===== src/rtl/thirty_two_to_eight_framer_pkg.sv =====
// Shared constants and FSM encoding for the 32->8 framer and its 8->32 partner.
package thirty_two_to_eight_framer_pkg;

   localparam int          PAYLOAD_W     = 12;
   localparam logic [3:0]  HDR_NIB_DEF   = 4'hA;
   localparam logic [15:0] TRAILER_DEF   = 16'hBEEF;
   localparam logic [7:0]  IDLE_BYTE_DEF = 8'h00;

   typedef enum logic [1:0] {
      ST_IDLE = 2'd0,
      ST_SEND = 2'd1,
      ST_GAP  = 2'd2
   } framer_state_e;

endpackage


===== src/rtl/thirty_two_to_eight_framer_sync_fifo.sv =====
// Small synchronous FIFO; read data is valid combinationally from the head entry.
module sync_fifo #(
   parameter int WIDTH = 12,
   parameter int DEPTH = 4,
   localparam int AW   = $clog2(DEPTH)
) (
   input  logic             clk,
   input  logic             rst_n,
   input  logic             push,
   input  logic             pop,
   input  logic [WIDTH-1:0] wr_data,
   output logic [WIDTH-1:0] rd_data,
   output logic             full,
   output logic             empty,
   output logic [AW:0]      level
);

   logic [WIDTH-1:0] mem_q [DEPTH];
   logic [AW-1:0]    wr_ptr_q, wr_ptr_d;
   logic [AW-1:0]    rd_ptr_q, rd_ptr_d;
   logic [AW:0]      level_q, level_d;
   logic             push_ok, pop_ok;

   assign full    = (level_q == (AW+1)'(DEPTH));
   assign empty   = (level_q == '0);
   assign level   = level_q;
   assign rd_data = mem_q[rd_ptr_q];

   // Qualify requests and advance pointers; pointers wrap because DEPTH is a power of 2.
   always_comb begin
      push_ok  = push && !full;
      pop_ok   = pop && !empty;
      wr_ptr_d = wr_ptr_q + AW'(push_ok);
      rd_ptr_d = rd_ptr_q + AW'(pop_ok);
      level_d  = level_q + (AW+1)'(push_ok) - (AW+1)'(pop_ok);
   end

   // Pointer and level registers.
   always_ff @(posedge clk or negedge rst_n) begin
      if (!rst_n) begin
         wr_ptr_q <= '0;
         rd_ptr_q <= '0;
         level_q  <= '0;
      end else begin
         wr_ptr_q <= wr_ptr_d;
         rd_ptr_q <= rd_ptr_d;
         level_q  <= level_d;
      end
   end

   // Storage array; contents need no reset since level gates every read.
   always_ff @(posedge clk) begin
      if (push_ok) mem_q[wr_ptr_q] <= wr_data;
   end

endmodule


===== src/rtl/thirty_two_to_eight_framer.sv =====
// Buffers 12-bit payloads and streams {HDR, payload, TRAILER} MSB byte first with an idle gap.
module thirty_two_to_eight_framer
   import thirty_two_to_eight_framer_pkg::*;
#(
   parameter int          FIFO_DEPTH = 4,
   parameter int          GAP_BYTES  = 1,
   parameter logic [7:0]  IDLE_BYTE  = IDLE_BYTE_DEF,
   parameter logic [3:0]  HDR_NIB    = HDR_NIB_DEF,
   parameter logic [15:0] TRAILER    = TRAILER_DEF,
   localparam int         LVL_W      = $clog2(FIFO_DEPTH) + 1
) (
   input  logic                 div_8_clk,
   input  logic                 rst_n,
   // Handshake: a payload transfers on a rising edge where pl_valid && pl_ready; pl_ready
   // depends only on FIFO fullness, never on pl_valid.
   input  logic                 pl_valid,
   input  logic [PAYLOAD_W-1:0] pl_data,
   output logic                 pl_ready,
   output logic [7:0]           data_out,
   output logic                 byte_sof,
   output logic                 busy,
   output logic [LVL_W-1:0]     fifo_level
);

   localparam int GAP_W = (GAP_BYTES > 1) ? $clog2(GAP_BYTES) : 1;

   framer_state_e        state_q, state_d;
   logic [1:0]           idx_q, idx_d;
   logic [GAP_W-1:0]     gap_q, gap_d;
   logic [PAYLOAD_W-1:0] frame_q, frame_d;
   logic [7:0]           data_out_q, data_out_d;
   logic                 byte_sof_q, byte_sof_d;
   logic                 busy_q, busy_d;

   logic                 fifo_pop, fifo_full, fifo_empty;
   logic [PAYLOAD_W-1:0] fifo_rd_data;

   sync_fifo #(
      .WIDTH (PAYLOAD_W),
      .DEPTH (FIFO_DEPTH)
   ) u_fifo (
      .clk     (div_8_clk),
      .rst_n   (rst_n),
      .push    (pl_valid),
      .pop     (fifo_pop),
      .wr_data (pl_data),
      .rd_data (fifo_rd_data),
      .full    (fifo_full),
      .empty   (fifo_empty),
      .level   (fifo_level)
   );

   assign pl_ready = !fifo_full;
   assign data_out = data_out_q;
   assign byte_sof = byte_sof_q;
   assign busy     = busy_q;

   // Next-state and next-byte selection; idle filler unless a frame byte is due.
   always_comb begin
      state_d    = state_q;
      idx_d      = idx_q;
      gap_d      = gap_q;
      frame_d    = frame_q;
      data_out_d = IDLE_BYTE;
      byte_sof_d = 1'b0;
      busy_d     = 1'b0;
      fifo_pop   = 1'b0;
      unique case (state_q)
         ST_IDLE: begin
            if (!fifo_empty) begin
               fifo_pop   = 1'b1;
               frame_d    = fifo_rd_data;
               data_out_d = {HDR_NIB, fifo_rd_data[11:8]};
               byte_sof_d = 1'b1;
               busy_d     = 1'b1;
               idx_d      = 2'd1;
               state_d    = ST_SEND;
            end
         end
         ST_SEND: begin
            busy_d = 1'b1;
            idx_d  = idx_q + 2'd1;
            unique case (idx_q)
               2'd1:    data_out_d = frame_q[7:0];
               2'd2:    data_out_d = TRAILER[15:8];
               default: begin
                  data_out_d = TRAILER[7:0];
                  gap_d      = '0;
                  state_d    = ST_GAP;
               end
            endcase
         end
         ST_GAP: begin
            if (gap_q == GAP_W'(GAP_BYTES - 1)) state_d = ST_IDLE;
            else                                gap_d   = gap_q + GAP_W'(1);
         end
         default: state_d = ST_IDLE;
      endcase
   end

   // State, counters, frame register and registered outputs.
   always_ff @(posedge div_8_clk or negedge rst_n) begin
      if (!rst_n) begin
         state_q    <= ST_IDLE;
         idx_q      <= '0;
         gap_q      <= '0;
         frame_q    <= '0;
         data_out_q <= IDLE_BYTE;
         byte_sof_q <= 1'b0;
         busy_q     <= 1'b0;
      end else begin
         state_q    <= state_d;
         idx_q      <= idx_d;
         gap_q      <= gap_d;
         frame_q    <= frame_d;
         data_out_q <= data_out_d;
         byte_sof_q <= byte_sof_d;
         busy_q     <= busy_d;
      end
   end

endmodule

===== config.mk =====
export PLATFORM = sky130hd
export DESIGN_NAME = thirty_two_to_eight_framer
export DESIGN_NICKNAME = d
export VERILOG_FILES = /design/src/rtl/thirty_two_to_eight_framer_pkg.sv /design/src/rtl/thirty_two_to_eight_framer_sync_fifo.sv /design/src/rtl/thirty_two_to_eight_framer.sv
export SDC_FILE = /design/constraint.sdc
export NUM_CORES = 1
export LEC_CHECK = 0
export CORE_ASPECT_RATIO = 2
export CORE_MARGIN = 1.5
export CORE_UTILIZATION = 60
export CTS_CLUSTER_SIZE = 24
export DETAILED_ROUTE_END_ITERATION = 16
export PLACE_DENSITY = 0.79
export SLEW_MARGIN = 20
export SYNTH_ARGS = -nofsm -noshare
export SYNTH_HDL_FRONTEND = slang
export SYNTH_HIERARCHICAL = 1
export SYNTH_SLANG_ARGS = --single-unit

===== constraint.sdc =====
create_clock -name div_8_clk -period 3.7 [get_ports div_8_clk]
set_clock_uncertainty 0.05 [all_clocks]
set_input_delay 0.74 -clock div_8_clk [delete_from_list [all_inputs] [get_ports div_8_clk]]
set_output_delay 0.74 -clock div_8_clk [all_outputs]
set_load 0.01 [all_outputs]

## Yosys cells after proc, flatten, opt, wreduce, memory -nomap -nowiden

Memories as Yosys holds them, arrays and structs flattened.
Index checks and enable logic that the tools add are counted.

| operators by class | value |
|---|---|
| reductions and logical operators | 13 |
| multipliers | 0 |
| equal/unequal tests | 8 |
| mux-type cells | 16 |
| $lt $le $gt $ge | 0 |
| add/subtract/negate cells | 6 |
| bitwise operators | 1 |
| shift operators | 0 |
| div/mod/pow operators | 0 |

Operators with widths:

| kind | number |
|---|---|
| one-hot mux 8 bit (2 select lines) | 2 |
| two-way mux 8 bit | 1 |
| two-way mux 1 bit | 6 |
| two-way mux 2 bit | 3 |
| != test 2 bit, second input constant | 3 |
| one-hot mux 2 bit (3 select lines) | 1 |
| AND reduction 2 bit | 3 |
| adder 2 x 1 -> 2 bit | 2 |
| == test 2 x 1 -> 1 bit, second input constant | 2 |
| == test 2 bit, second input constant | 2 |
| one-hot mux 1 bit (2 select lines) | 2 |
| one-hot mux 2 bit (2 select lines) | 1 |
| nonzero test 2 bit | 2 |
| adder 3 x 1 -> 3 bit | 1 |
| == test 3 bit, second input constant | 1 |
| zero test 3 bit | 1 |
| AND reduction 3 bit | 1 |
| subtractor 3 x 1 -> 3 bit | 1 |
| adder 2 x 1 -> 2 bit, second input constant | 1 |
| logical AND 1 bit | 2 |
| zero test 1 bit | 2 |
| zero test 2 bit | 1 |
| OR reduction 2 bit | 1 |
| adder 1 bit, second input constant | 1 |
| NOT 1 bit | 1 |

| storage, ports and cells | value |
|---|---|
| bits of input ports | 15 |
| memory bits (read-only) | 0 |
| memories | 1 |
| output and inout port bits | 14 |
| flip-flop bits (word level) | 30 |
| RAM bits | 48 |
| latch bits | 0 |

Memory list:

| memory | words | bits a word | read ports | clocked after Yosys merged registers in | write ports | line | source |
|---|---|---|---|---|---|---|---|
| u_fifo.mem_q | 4 | 12 | 1 | 0 | 1 | thirty_two_to_eight_framer_sync_fifo.sv:18 | `logic [WIDTH-1:0] mem_q [DEPTH];` |

## Logic depth before layout (Yosys ltp)

Gate-level depths: netlist (run 1).

| depth | value |
|---|---|
| depth after elaboration | 5 |
| gate-level depth with buffers | 10 |
| gate-level depth less buffers | 8 |

## Cells and area by module

Netlist (run 1), hierarchy kept.

Modules (own cells, without submodules):

| module | seq. area each (um^2) | cells an instance | times used | area an instance (um^2) |
|---|---|---|---|---|
| sync_fifo | 1616.6 | 96 | 1 | 2152.1 |
| thirty_two_to_eight_framer | 550.5 | 72 | 1 | 897.1 |

## Worst setup path before layout (run 1)

Ideal clock, no wire load.

| timing | value |
|---|---|
| kind | register to register |
| start | register u_fifo.level_q[1], in the netlist u_fifo/level[1] |
| end | register u_fifo.level_q[2], in the netlist u_fifo/level[2] |
| stages on the path, launching flop included | 11 |
| path slack | 1145 ps |
| setup time | 130 ps |
| path buffers | 2 |
| data arrival time | 2375 ps |
| required time | 3520 ps |
| period minus slack after synthesis | 2555 ps |
| cells stage by stage | dfrtp_1 > buf_2 > nor3_1 > nor3_4 > buf_6 > nor4b_1 > nor4_1 > ha_1 > fa_1 > xor2_1 > xnor2_1 |

| between the ends | value |
|---|---|
| longest elaborated chain between the ends | 5 |
| elaborated cells between the ends (all ways) | 10 |
| those cells by class | 2 x add/sub; 1 x eq/ne; 2 x mux; 5 x reduce/logical |

Ends and longest elaborated chain:

| what | line | source |
|---|---|---|
| from (decl) | thirty_two_to_eight_framer_sync_fifo.sv:21 | `logic [AW:0] level_q, level_d;` |
| from (signal assigned) | thirty_two_to_eight_framer_sync_fifo.sv:47 | `level_q <= level_d;` |
| zero test 3 bit | thirty_two_to_eight_framer_sync_fifo.sv:25 | `assign empty = (level_q == '0);` |
| via fifo_empty | thirty_two_to_eight_framer.sv:35 | `logic fifo_pop, fifo_full, fifo_empty;` |
| two-way mux 1 bit (2 in series) | - |  |
| via byte_sof_d | thirty_two_to_eight_framer.sv:32 | `logic byte_sof_q, byte_sof_d;` |
| logical AND 1 bit | thirty_two_to_eight_framer_sync_fifo.sv:32 | `pop_ok = pop && !empty;` |
| subtractor 3 x 1 -> 3 bit | thirty_two_to_eight_framer_sync_fifo.sv:35 | `level_d = level_q + (AW+1)'(push_ok) - (AW+1)'(pop_ok);` |
| via u_fifo.level_d[2] | thirty_two_to_eight_framer_sync_fifo.sv:21 |  |

The timed path passes the listed nets, and every way through them passes these cells.
A chain may end at the register's enable or synchronous reset.

## Final worst setup path (run 1)

| timing | value |
|---|---|
| start | register u_fifo.level_q[1], in the netlist u_fifo/level[1] |
| end | register u_fifo.level_q[2], in the netlist u_fifo/level[2] |

| between the ends | value |
|---|---|
| longest elaborated chain between the ends | 5 |
| elaborated cells between the ends (all ways) | 10 |
| those cells by class | 2 x add/sub; 1 x eq/ne; 2 x mux; 5 x reduce/logical |

Ends and longest elaborated chain:

| what | line | source |
|---|---|---|
| zero test 3 bit (*) | thirty_two_to_eight_framer_sync_fifo.sv:25 |  |
| via fifo_empty | thirty_two_to_eight_framer.sv:35 |  |
| two-way mux 1 bit | thirty_two_to_eight_framer.sv:70 | `if (!fifo_empty) begin` |
| two-way mux 1 bit | thirty_two_to_eight_framer.sv:68 | `unique case (state_q)` |
| logical AND 1 bit (*) | thirty_two_to_eight_framer_sync_fifo.sv:32 |  |
| subtractor 3 x 1 -> 3 bit (*) | thirty_two_to_eight_framer_sync_fifo.sv:35 |  |
| via u_fifo.level_d[2] | thirty_two_to_eight_framer_sync_fifo.sv:21 |  |

The timed path passes the listed nets; every way through them passes the cells marked *.

==> impl_metrics.py, run 1 <==
metrics = {
    "floorplan": {
        "core_area_um2": 4860,
        "fp.dieH_um": 104,
        "io_pins": 29,
        "dieArea_um2": 5540,
        "start_util": 0.627,
        "placementRows": 36,
        "die_w_um": 53.4,
    },
    "sta": {
        "drv_slew": 0,
        "finalCritPeriodShare": 0.766,
        "setup_viol": 0,
        "fin_setup_tns_ps": 0,
        "timing.final.hold_violations": 0,
        "max_freq_ghz": 0.353,
        "tightest_slew_ps": 822,
        "relSlewSlack": 0.452,
        "rsz0062_at_grt": "false",
        "fin_crit_ps": 2830,
    },
    "clock_tree": {
        "clock-sinks": 77,
        "htree_levels": 3,
        "cts_setup_buffers": 0,
        "postCtsHoldBufs": 0,
        "cts_made_buffers": 9,
        "cts_root_buf": "clkbuf_8",
        "worstSkewPairLatency_ps": 340,
        "clk_pin_slew_ps": 80,
        "cts_resized": 0,
        "clockBufferDepth": 2,
        "tritoncts": "yes",
    },
    "setup_path": {
        "path_class": "reg -> reg",
        "cp_num_buf_inv": 0,
        "crit_fanout": 19,
        "cp.required_ps": 3870,
        "start_kind": "register",
        "rr_endpoint": "u_fifo/level[2]$_DFF_PN0_",
        "endpoint_kind": "register",
        "cp_slowest_cell": "nor3_4",
        "r2r_slack_ps": 870,
        "reg2reg_from": "u_fifo/level[1]$_DFF_PN0_",
        "crit_family": "simple AND/OR/NAND/NOR gates",
        "reg2reg_depth": 8,
        "arrival_ps": 3000,
        "critPathMaxStageDelay_ps": 640,
        "crit_chain": "nor3_1 -> nor3_4 -> o211a_1 -> nor4_1 -> ha_1 -> fa_1 -> xor2_1 -> xnor2_1",
    },
    "synthesis": {
        "avgSynthCellArea_um2": 18.1,
        "synth.top_cell.area_share": 0.473,
        "synth_top_cell_by_area": "edfxtp_1",
        "netlist_top_cells_area": "edfxtp_1 (47%), dfrtp_1 (24%), mux4_2 (8.9%)",
        "synth_cell_types": 35,
        "synth-async-reset-ratio": 0.377,
        "yosysSeqAreaShare": 0.711,
        "ys_warn_count": 6,
        "netlist_area_um2": 3050,
        "synthesis.nets": 189,
        "synth_seq_cells": 77,
        "synthFlopType": "edfxtp_1",
        "synth_edf_count": 48,
        "syn_inst": 168,
    },
    "drt": {
        "firstDrtPassIters": 4,
        "wl_um": 5130,
        "vias_per_cell": 5.79,
        "vias": 1547,
        "postRouteAntennaNets": 0,
        "detail_route.iter0.violations": 32,
        "route.detailed.drc": 0,
        "routedWlPerCell_um": 19.2,
    },
    "min_path": {
        "hold_depth": 1,
        "min_from": "frame_q[5]$_DFFE_PN0P_",
        "hold_end": "frame_q[5]$_DFFE_PN0P_",
        "hp-class": "reg -> reg",
    },
    "final_layout": {
        "syn_to_final_growth_pct": 18.4,
        "num-fill-cells": 314,
        "n_antenna_cell": 0,
        "multiInputGateArea_um2": 818,
        "drive_above_1_share": 0.210,
        "layout.area.seq_um2": 2170,
        "design_area_um2": 3610,
        "nNetsFinal": 226,
    },
    "power_and_ir_drop": {
        "power_leakage_uw": 0.00135,
        "power.total_uw": 3190,
        "peakVddDrop_v": 0.000570,
        "powerDensity_nw_per_um2": 883,
    },
    "grt": {
        "grt_first_pass_wirelength_um": 8180,
        "overflow": 0,
        "grt_max_degree": 30,
        "grt_pass1_vias": 1721,
        "antenna_found_initial": 0,
        "track_usage": 0.213,
    },
    "placement": {
        "postPlaceCellArea_um2": 3390,
        "numPortBuffers": 28,
        "gp_congestion": 0.776,
        "hpwl_um": 3650,
    },
    "flow_run": {
        "maxCapViolations": 0,
    },
    "status": {
        "status": "completed",
    },
}
==> layout by cell type (no fill, tap or decap), drive strengths merged, types with 2 or more instances in the layout <==
cell type,synthesis,routed
a21oi,6,6
a31oi,2,2
buf,5,4
bufinv,0,2
clkbuf,1,12
clkdlybuf4s50,0,28
dfrtp,29,29
edfxtp,48,48
ha,5,5
inv,7,7
mux2,8,8
mux4,12,12
nand2,7,7
nand2b,2,2
nor2,5,5
nor3,3,3
nor4,2,2
nor4b,2,2
nor4bb,2,2
o21ai,6,6
xnor2,3,3
xor2,2,2
==> flip-flops by register name, summed over array words and instances, names as in the netlist <==
| register | flops |
|---|---|
| busy | 1 |
| byte_sof | 1 |
| data_out | 8 |
| frame_q | 8 |
| idx_q | 2 |
| state_q | 2 |
| u_fifo/level | 3 |
| u_fifo/mem_q | 48 |
| u_fifo/rd_ptr_q | 2 |
| u_fifo/wr_ptr_q | 2 |
==> Yosys cell counts (2+ instances only) <==
library cell and count:
xnor2_1 3, a21oi_1 6, nand2_1 7, nor4bb_1 2
nor3_1 2, buf_2 2, ha_1 5, edfxtp_1 48
mux2_4 4, inv_1 7, o21ai_0 6, nor4_1 2
mux2_2 4, a31oi_1 2, buf_6 2, dfrtp_1 29
nor2_1 5, nor4b_1 2, mux4_2 12, xor2_1 2
nand2b_1 2
==> layout make-up <==
| cell class | count | area share |
|---|---|---|
| Sequential cell | 77 | 0.600 |
| Clock inverter | 4 | 0.0201 |
| Tap cell | 57 | 0.0198 |
| Timing Repair Buffer | 32 | 0.0859 |
| Multi-Input combinational cell | 78 | 0.227 |
| Inverter | 7 | 0.00728 |
| Clock buffer | 12 | 0.0402 |
==> cells by family (layout without fill, tap and decap cells) <==
| logic type | Yosys count | after routing | synth area share |
|---|---|---|---|
| adders and majority gates | 6 | 6 | 0.0271 |
| DFF | 77 | 77 | 0.711 |
| AOI/OAI and AO/OA | 20 | 20 | 0.0402 |
| xor gates and xnor gates | 5 | 5 | 0.0144 |
| buffers and inverters | 13 | 55 | 0.0271 |
| and+or+nand+nor | 27 | 27 | 0.0575 |
| muxes | 20 | 20 | 0.123 |
==> how the worst max path moves through the flow <==
stage	depth (start not counted)	start	endpoint
3_3_place_gp	7	pl_valid	u_fifo/level[2]$_DFF_PN0_
6_report	8	u_fifo/level[1]$_DFF_PN0_	u_fifo/level[2]$_DFF_PN0_
2_1_floorplan	10	u_fifo/level[1]$_DFF_PN0_	u_fifo/level[2]$_DFF_PN0_
3_5_place_dp	8	u_fifo/level[1]$_DFF_PN0_	u_fifo/level[2]$_DFF_PN0_
4_1_cts	8	u_fifo/level[1]$_DFF_PN0_	u_fifo/level[2]$_DFF_PN0_
5_1_grt	8	u_fifo/level[1]$_DFF_PN0_	u_fifo/level[2]$_DFF_PN0_
==> per-layer routing <==
layer | track usage | vias to the layer above | wire [um]
met2 | 0.362 | 28 | 2970
met3 | 0.0677 | 8 | 175
met4 | 0.0824 | 0 | 89
met5 | 0 | - | 0
li1 | - | 714 | -
met1 | 0.237 | 797 | 1900
==> stage by stage <==
stage / std cells / worst slack (ps) / hold slack, ps / utilization
after floorplan: 168 / 1140 / 394 / -
after global placement: 251 / 1070 / 446 / 0.698
after detailed placement: 251 / 872 / 462 / 0.698
after CTS: 267 / 882 / 479 / 0.742
after global routing: 267 / 716 / 494 / 0.742
final: 267 / 865 / 480 / 0.742
==> power breakdown <==
group | leakage [uW] | switching (uW) | internal, uW
Combinational | 0.000456 | 484 | 587
Clock | 0.000107 | 284 | 397
Sequential | 0.000784 | 237 | 1200
No activity file was read; power rests on OpenSTA's default activity.
==> run 2: changes to the inputs <==
--- a/config.mk
+++ b/config.mk
@@ -7,10 +7,10 @@
 export LEC_CHECK = 0
 export CORE_ASPECT_RATIO = 2
 export CORE_MARGIN = 1.5
-export CORE_UTILIZATION = 60
+export CORE_UTILIZATION = 56
 export CTS_CLUSTER_SIZE = 24
 export DETAILED_ROUTE_END_ITERATION = 16
-export PLACE_DENSITY = 0.79
+export PLACE_DENSITY = 0.74
 export SLEW_MARGIN = 20
 export SYNTH_ARGS = -nofsm -noshare
 export SYNTH_HDL_FRONTEND = slang
==> constraint.sdc (replaced) <==
create_clock -name div_8_clk -period 2.7 [get_ports div_8_clk]
set_clock_uncertainty 0.05 [all_clocks]
set_input_delay 0.54 -clock div_8_clk [delete_from_list [all_inputs] [get_ports div_8_clk]]
set_output_delay 0.54 -clock div_8_clk [all_outputs]
set_load 0.01 [all_outputs]
==> impl_metrics.py, run 2 (synthesized netlist as in run 1, its figures left out) <==
metrics = {
    "drt": {
        "wl_met1_um": 1820,
        "route.detailed.drc": 0,
        "vias_per_cell": 5.87,
        "wl_met3_um": 186,
        "detail_route.iter0.violations": 56,
        "routedWlPerCell_um": 18.6,
        "firstDrtPassIters": 4,
        "postRouteAntennaNets": 0,
        "met2_length_um": 2930,
        "vias": 1602,
        "wl_um": 5080,
        "highest_layer": "met4",
    },
    "grt": {
        "overflow": 0,
        "track_usage": 0.207,
        "antenna_found_initial": 0,
        "grt_pass1_vias": 1747,
        "grt_first_pass_wirelength_um": 8110,
        "grt_max_degree": 30,
    },
    "clock_tree": {
        "cts_resized": 0,
        "postCtsHoldBufs": 0,
        "htree_levels": 3,
        "tritoncts": "yes",
        "clock-sinks": 77,
        "clockBufferDepth": 2,
        "cts_made_buffers": 9,
        "worstSkewPairLatency_ps": 350,
        "cts_root_buf": "clkbuf_8",
        "cts_setup_buffers": 0,
        "clk_pin_slew_ps": 70,
    },
    "power_and_ir_drop": {
        "power_frac_comb": 0.381,
        "internal_power_uw": 2840,
        "switchingPower_uw": 1340,
        "p_sw_frac": 0.321,
        "powerDensity_nw_per_um2": 1160,
        "seq_power_share": 0.446,
        "power_frac_clock": 0.173,
        "peakVddDrop_v": 0.000764,
        "power_leakage_uw": 0.00135,
    },
    "sta": {
        "setup_viol": 0,
        "fin_crit_ps": 2490,
        "finalCritPeriodShare": 0.924,
        "fin_setup_tns_ps": 0,
        "drv_slew": 0,
        "max_freq_ghz": 0.401,
        "timing.final.hold_violations": 0,
        "fin_ws_ps": 206,
        "hold_slack_ps": 467,
        "rsz0062_at_grt": "false",
        "tightest_slew_ps": 610,
        "relSlewSlack": 0.594,
    },
    "flow_run": {
        "maxCapViolations": 0,
    },
    "setup_path": {
        "crit_start": "u_fifo/level[2]$_DFF_PN0_",
        "path_class": "reg -> reg",
        "arrival_ps": 2670,
        "cp.required_ps": 2880,
        "start_kind": "register",
        "endpoint_kind": "register",
        "reg2reg_from": "u_fifo/level[2]$_DFF_PN0_",
        "crit_fanout": 8,
    },
    "final_layout": {
        "final_cell_mix": "edfxtp_1 (48), dfrtp_1 (29), clkdlybuf4s50_1 (28)",
        "final_common_cell": "edfxtp_1",
        "nNetsFinal": 231,
        "n_antenna_cell": 0,
        "largest_reg_flops": 48,
        "utilization": 0.693,
        "syn_to_final_growth_pct": 17.9,
        "drive_above_1_share": 0.219,
        "final_cells": 273,
        "top_register": "u_fifo/mem_q",
    },
    "min_path": {
        "min_from": "frame_q[2]$_DFFE_PN0P_",
        "hp-class": "reg -> reg",
    },
    "placement": {
        "hpwl_um": 3550,
        "numPortBuffers": 28,
        "pre_cts_slack_ps": 165,
        "gp_congestion": 0.681,
        "dpl.cell_count": 257,
    },
    "floorplan": {
        "fp.dieH_um": 107,
        "core_area_um2": 5180,
        "io_pins": 29,
        "placementRows": 37,
        "dieArea_um2": 5920,
        "die_w_um": 55.2,
        "start_util": 0.588,
    },
    "status": {
        "status": "completed",
    },
}
[run 2: cell count changes in the layout (fill, tap and decap cells not counted), sizes merged]
cell / before / now
buf: 4 / 9
bufinv: 2 / 0
clkbuf: 12 / 13
clkinv: 1 / 3
clkinvlp: 1 / 0
[run 2: power groups by stage]
stage	registers (uW)	logic (uW)	clock network, uW
3_5_place_dp	1900	1600	0
6_report	1870	1600	724
3_3_place_gp	1860	1540	0
2_1_floorplan	1870	1100	0
5_1_grt	1910	1760	787
4_1_cts	1870	1610	746
[run 2: through the flow]
step | power [uW] | area [um^2]
final | 4190 | 3590
after global routing | 4450 | 3590
after CTS | 4230 | 3590
after detailed placement | 3500 | 3430
after global placement | 3400 | 3430
after floorplan | 2970 | 3050
[run 2: layout make-up]
class / instances / area [um^2]
flip-flops and latches: 77 / 2170
fillers: 354 / 1590
multi-input cells: 78 / 818
repair buffers: 37 / 348
clock buffers: 13 / 149
well taps: 58 / 72.6
inverters: 7 / 26.3
clock inverters: 3 / 13.8
[run 2: final timing paths]
check | depth (start not counted) | slack (ps) | end
max | 8 | 210 | u_fifo/level[2]$_DFF_PN0_
min | 1 | 470 | frame_q[2]$_DFFE_PN0P_
max reg2reg | 8 | 210 | u_fifo/level[2]$_DFF_PN0_
min reg2reg | 1 | 470 | frame_q[2]$_DFFE_PN0P_
max in group asynchronous | 2 | 1820 | data_out[6]$_DFF_PN0_
min in group asynchronous | 2 | 510 | byte_sof$_DFF_PN0_
[run 2: critical path: stages (launching register included)]
cell and delay, ps:
dfrtp_1 480, nor3_1 440, nor3_4 100, nor4b_1 310, nor4_1 110, ha_1 210, fa_1 380, xor2_1 160
xnor2_1 130
[run 2: layer usage]
metal / up-vias / GRT usage
met5: - / 0
met4: 0 / 0.131
met3: 15 / 0.0486
met2: 47 / 0.349
met1: 819 / 0.216
li1: 721 / -
==> patch 1, RTL diff (config.mk and constraints of run 2) <==
`FIFO_DEPTH`: 4 -> 2.
--- a/src/rtl/thirty_two_to_eight_framer.sv
+++ b/src/rtl/thirty_two_to_eight_framer.sv
@@ -2,7 +2,7 @@
 module thirty_two_to_eight_framer
    import thirty_two_to_eight_framer_pkg::*;
 #(
-   parameter int          FIFO_DEPTH = 4,
+   parameter int          FIFO_DEPTH = 2,
    parameter int          GAP_BYTES  = 1,
    parameter logic [7:0]  IDLE_BYTE  = IDLE_BYTE_DEF,
    parameter logic [3:0]  HDR_NIB    = HDR_NIB_DEF,
Interface: changed (resized fifo_level); port bits go from 29 to 28. The function was not compared with the original's and may differ.
==> patch 1 against run 2 <==
- non-clock buffer count is 8 lower
- sequential cell count is 27 lower
- area after synthesis is 34% lower
- final area is 32% lower
- die area is 33% lower
- sequential share of layout area is 4.2 points lower
- worst setup slack better by 0.41 ns
- routed wire length is 43% lower
- total power is 31% lower
==> patch 1: results (changes against run 2) <==
[place]
port_buffers=27  ; -3.6%
dpl.cell_count=203  ; -21%
place.gp.congestion=0.770  ; +13%
dp_hpwl_mm=2.17  ; -39%

[routing]
detail_route.iter0.violations=14  ; -75%
drtPass1Iterations=4  ; unchanged
vias=1080  ; -33%
wl_mm=2.89  ; -43%

[synthesis]
ys_seq_area_share_pct=68.0  ; -3.1 points
async_flop_share_pct=52.0  ; +14 points
synth_edf_count=24  ; -50%
yosys-top-cells-area=edfxtp_1 (36%), dfrtp_1 (32%), mux2_4 (9.7%), ha_1 (4.3%), mux2_2 (3.9%)
synth_ff_type=dfrtp_1
yosys_warnings=6  ; unchanged
synthTopCellsByCount=dfrtp_1 (26), edfxtp_1 (24), mux2_4 (13), inv_1 (10), nand2_1 (8)
synth_nets=151  ; -20%
ys_types=24  ; -31%
syn_inst=129  ; -23%

[layout]
fin_nets=184  ; -20%
n_antenna_cell=0  ; unchanged
largest_reg_flops=24  ; -50%
finalNonFillerCells=211  ; -23%
max_flop_register=u_fifo/mem_q
drive_gt1_share_pct=19.6  ; -2.2 points

[global_route]
grt_antenna_before_repair=0  ; unchanged
grt_usage_pct=16.7  ; -4.0 points
grt_first_pass_wirelength_mm=4.67  ; -42%
grt_max_degree=27  ; -10%
first_global_vias=1091  ; -38%

[cts]
cts.path.max_buffers=2  ; unchanged
cts_setup_buffers=0  ; unchanged
path_clk_slew_ns=0.09  ; +0.02 ns
cts-root-buf=clkbuf_8
cts_resized=0  ; unchanged
cts_buffers=5  ; -4
htree_levels=2  ; -1
clk_latency_ns=0.30  ; -0.05 ns

[min_path]
worstHoldPathCells=1  ; unchanged
hp-class=flip-flop to flip-flop

[critical_path]
crit_arrival_ns=1.50  ; -1.17 ns
r2r_cells=9  ; +1
crit_fanout=5  ; -3

[sta]
slew_headroom_pct=56.7  ; -2.6 points

[run_status]
status=completed

[power]
ir_drop_mv=0.760  ; -0.59%
leakage_nw=1.03  ; -24%

-- patch 1: worst max-delay path, stage by stage (launching register included) --
cell and delay, ns:
dfrtp_1 0.41, nand2b_1 0.17, inv_1 0.05, inv_1 0.04, clkdlybuf4s50_1 0.52
-- patch 1: kinds of logic after synthesis --
family / synth area share [%]
AND/OR/NAND/NOR: 4.72
multiplexers: 13.6
buffers and inverters: 3.16
flip-flops: 68.0
adder cells (fa/ha/maj): 4.34
AO/OA/AOI/OAI: 4.90
XOR/XNOR: 1.30
-- patch 1: routing by layer --
layer	global-route usage, %	vias to the layer above	wire [um]
li1	-	511	-
met1	16.4	531	1080
met2	28.7	29	1600
met3	4.54	9	115
met4	11.2	0	99
met5	0	-	0
-- patch 1: final timing paths --
| check | from | slack [ns] | endpoint |
|---|---|---|---|
| max | u_fifo/level[0] | 0.61 | pl_ready |
| min | frame_q[0] | 0.47 | frame_q[0] |
| max reg2reg | u_fifo/level[1] | 0.72 | u_fifo/level[1] |
| min reg2reg | frame_q[0] | 0.47 | frame_q[0] |
| max in group asynchronous | rst_n | 1.79 | u_fifo/wr_ptr_q |
| min in group asynchronous | rst_n | 0.56 | idx_q[1] |
-- patch 1: power by group --
group	leakage, nW	switching (W)	internal (W)
Clock	0.0575	0.000223	0.000259
Combinational	0.435	0.000494	0.000640
Sequential	0.534	0.000174	0.00110
-- patch 1: cell type report --
class,instances,area [um^2]
timing repair buffer,29,285
fill,239,970
sequential,50,1370
tap,48,60.1
clock buffer,8,110
inverter,10,37.5
multi-input combinational,66,582
-- patch 1: through the flow --
| step | worst slack [ns] | total power [W] | area (um^2) | hold slack, ns |
|---|---|---|---|---|
| floorplan | 0.806 | 0.00208 | 2020 | 0.194 |
| global placement | 0.629 | 0.00238 | 2340 | 0.443 |
| detailed placement | 0.603 | 0.00243 | 2340 | 0.447 |
| CTS | 0.592 | 0.00291 | 2450 | 0.467 |
| global route | 0.551 | 0.00308 | 2450 | 0.483 |
| finish | 0.615 | 0.00289 | 2450 | 0.466 |
==> patch 2, RTL diff (flow settings as in run 2) <==
Without the edit above. Make the reset (`rst_n`) synchronous in 2 clocked blocks.
--- a/src/rtl/thirty_two_to_eight_framer_sync_fifo.sv
+++ b/src/rtl/thirty_two_to_eight_framer_sync_fifo.sv
@@ -36,7 +36,7 @@
    end
 
    // Pointer and level registers.
-   always_ff @(posedge clk or negedge rst_n) begin
+   always_ff @(posedge clk) begin
       if (!rst_n) begin
          wr_ptr_q <= '0;
          rd_ptr_q <= '0;
--- a/src/rtl/thirty_two_to_eight_framer.sv
+++ b/src/rtl/thirty_two_to_eight_framer.sv
@@ -99,7 +99,7 @@
    end
 
    // State, counters, frame register and registered outputs.
-   always_ff @(posedge div_8_clk or negedge rst_n) begin
+   always_ff @(posedge div_8_clk) begin
       if (!rst_n) begin
          state_q    <= ST_IDLE;
          idx_q      <= '0;
Function: differs if rst_n is asserted again (counterexample within 4 cycles, from zero or initial values and one cycle with rst_n low); with rst_n held inactive, the same outputs for 10 cycles.
==> patch 2 against run 2 <==
- worst setup slack worse by 0.012 ns
- worst hold slack got worse by 0.057 ns
- combinational power decreased by 33%
- routed wire length grew 3.3%
- synthesized cell count increased by 14%
- sequential cell count unchanged
- total power decreased by 15%
- maximum frequency is 0.49% lower
- area after synthesis is 1.8% lower
- count of clock-buffer cells in the layout decreased by 4
- final area shrank 1.7%
- largest cell class unchanged
==> patch 2: results (changes against run 2) <==
[routing]
vias=1669  ; +4.2%
detail_route.iter0.violations=35  ; -38%
wl_met2_mm=3.08  ; +4.9%
wl_mm=5.24  ; +3.3%
routedWlPerCell_um=17.8  ; -4.1%

[power]
power_frac_comb_pct=30.3  ; -7.8 points
p_clk_share_pct=23.8  ; +6.5 points
ir_drop_mv=0.736  ; -3.6%

[synthesis]
synthAdderAreaFrac_pct=2.76  ; +0.051 points
avgSynthCellArea_um2=15.6  ; -14%
synthTopCellsByCount=edfxtp_1 (48), dfxtp_1 (29), nand2_1 (15), mux4_2 (12), o21ai_0 (11)
synth_compound_area_share_pct=4.60  ; +0.58 points
synth_xor_area_share_pct=1.76  ; +0.32 points
async_flop_share_pct=0  ; -38 points
ys_types=38  ; +8.6%
yosys-top-cells-area=edfxtp_1 (48%), dfxtp_1 (19%), mux4_2 (9.0%), ha_1 (2.1%), nand2_1 (1.9%)

[min_path]
hold_start=frame_q[7]

[critical_path]
cpMaxStageDelayCell=nor3_1
crit_fanout=6  ; -2
r2r_cells=9  ; +1
slowest_delay_ns=0.58  ; +0.10 ns
r2r_start=u_fifo/level[1]
crit_arrival_ns=2.70  ; +0.03 ns

[layout]
drive_gt1_share_pct=19.1  ; -2.8 points
fillers=372  ; +5.1%
final_cell_area_um2=3530  ; -1.7%

[place]
dpl.cell_count=278  ; +8.2%
dp_hpwl_mm=3.74  ; +5.4%

[run_status]
status=completed

[global_route]
first_global_vias=1774  ; +1.5%
met2_usage_pct=36.6  ; +1.6 points
use_met1_pct=22.8  ; +1.2 points
grt_first_pass_wirelength_mm=8.48  ; +4.6%

## patch 2: changes by cell type after synthesis, moves of 4 or more
cell / before / now
dfrtp_1: 29 / 0
dfxtp_1: 0 / 29
nand2_1: 7 / 15
and2_1: 0 / 7
nand3_1: 0 / 7
o21ai_0: 6 / 11
mux2_2: 4 / 0
mux2_4: 4 / 0
## patch 2: kinds of logic (layout without fill, tap and decap cells)
family,after synthesis,in the layout
simple gates,54,54
flops,77,77
xor+xnor,6,6
compound gates,23,23
buf+inv,14,58
mux,12,12
fa+ha+maj,6,6
## patch 2: layout make-up
cell class,instances,area [um^2],area share (%)
sequential,77,2020,57.2
multi-input combinational,101,882,25.0
timing repair buffer,35,333,9.42
clock buffer,9,124,3.51
clock inverter,7,73.8,2.09
tap,58,72.6,2.05
inverter,7,26.3,0.744
## patch 2: path summary, 6_finish.rpt
check,endpoint,slack [ns]
max,u_fifo/level[2],0.19
min,data_out[7],0.41
max reg2reg,u_fifo/level[2],0.19
min reg2reg,data_out[7],0.41
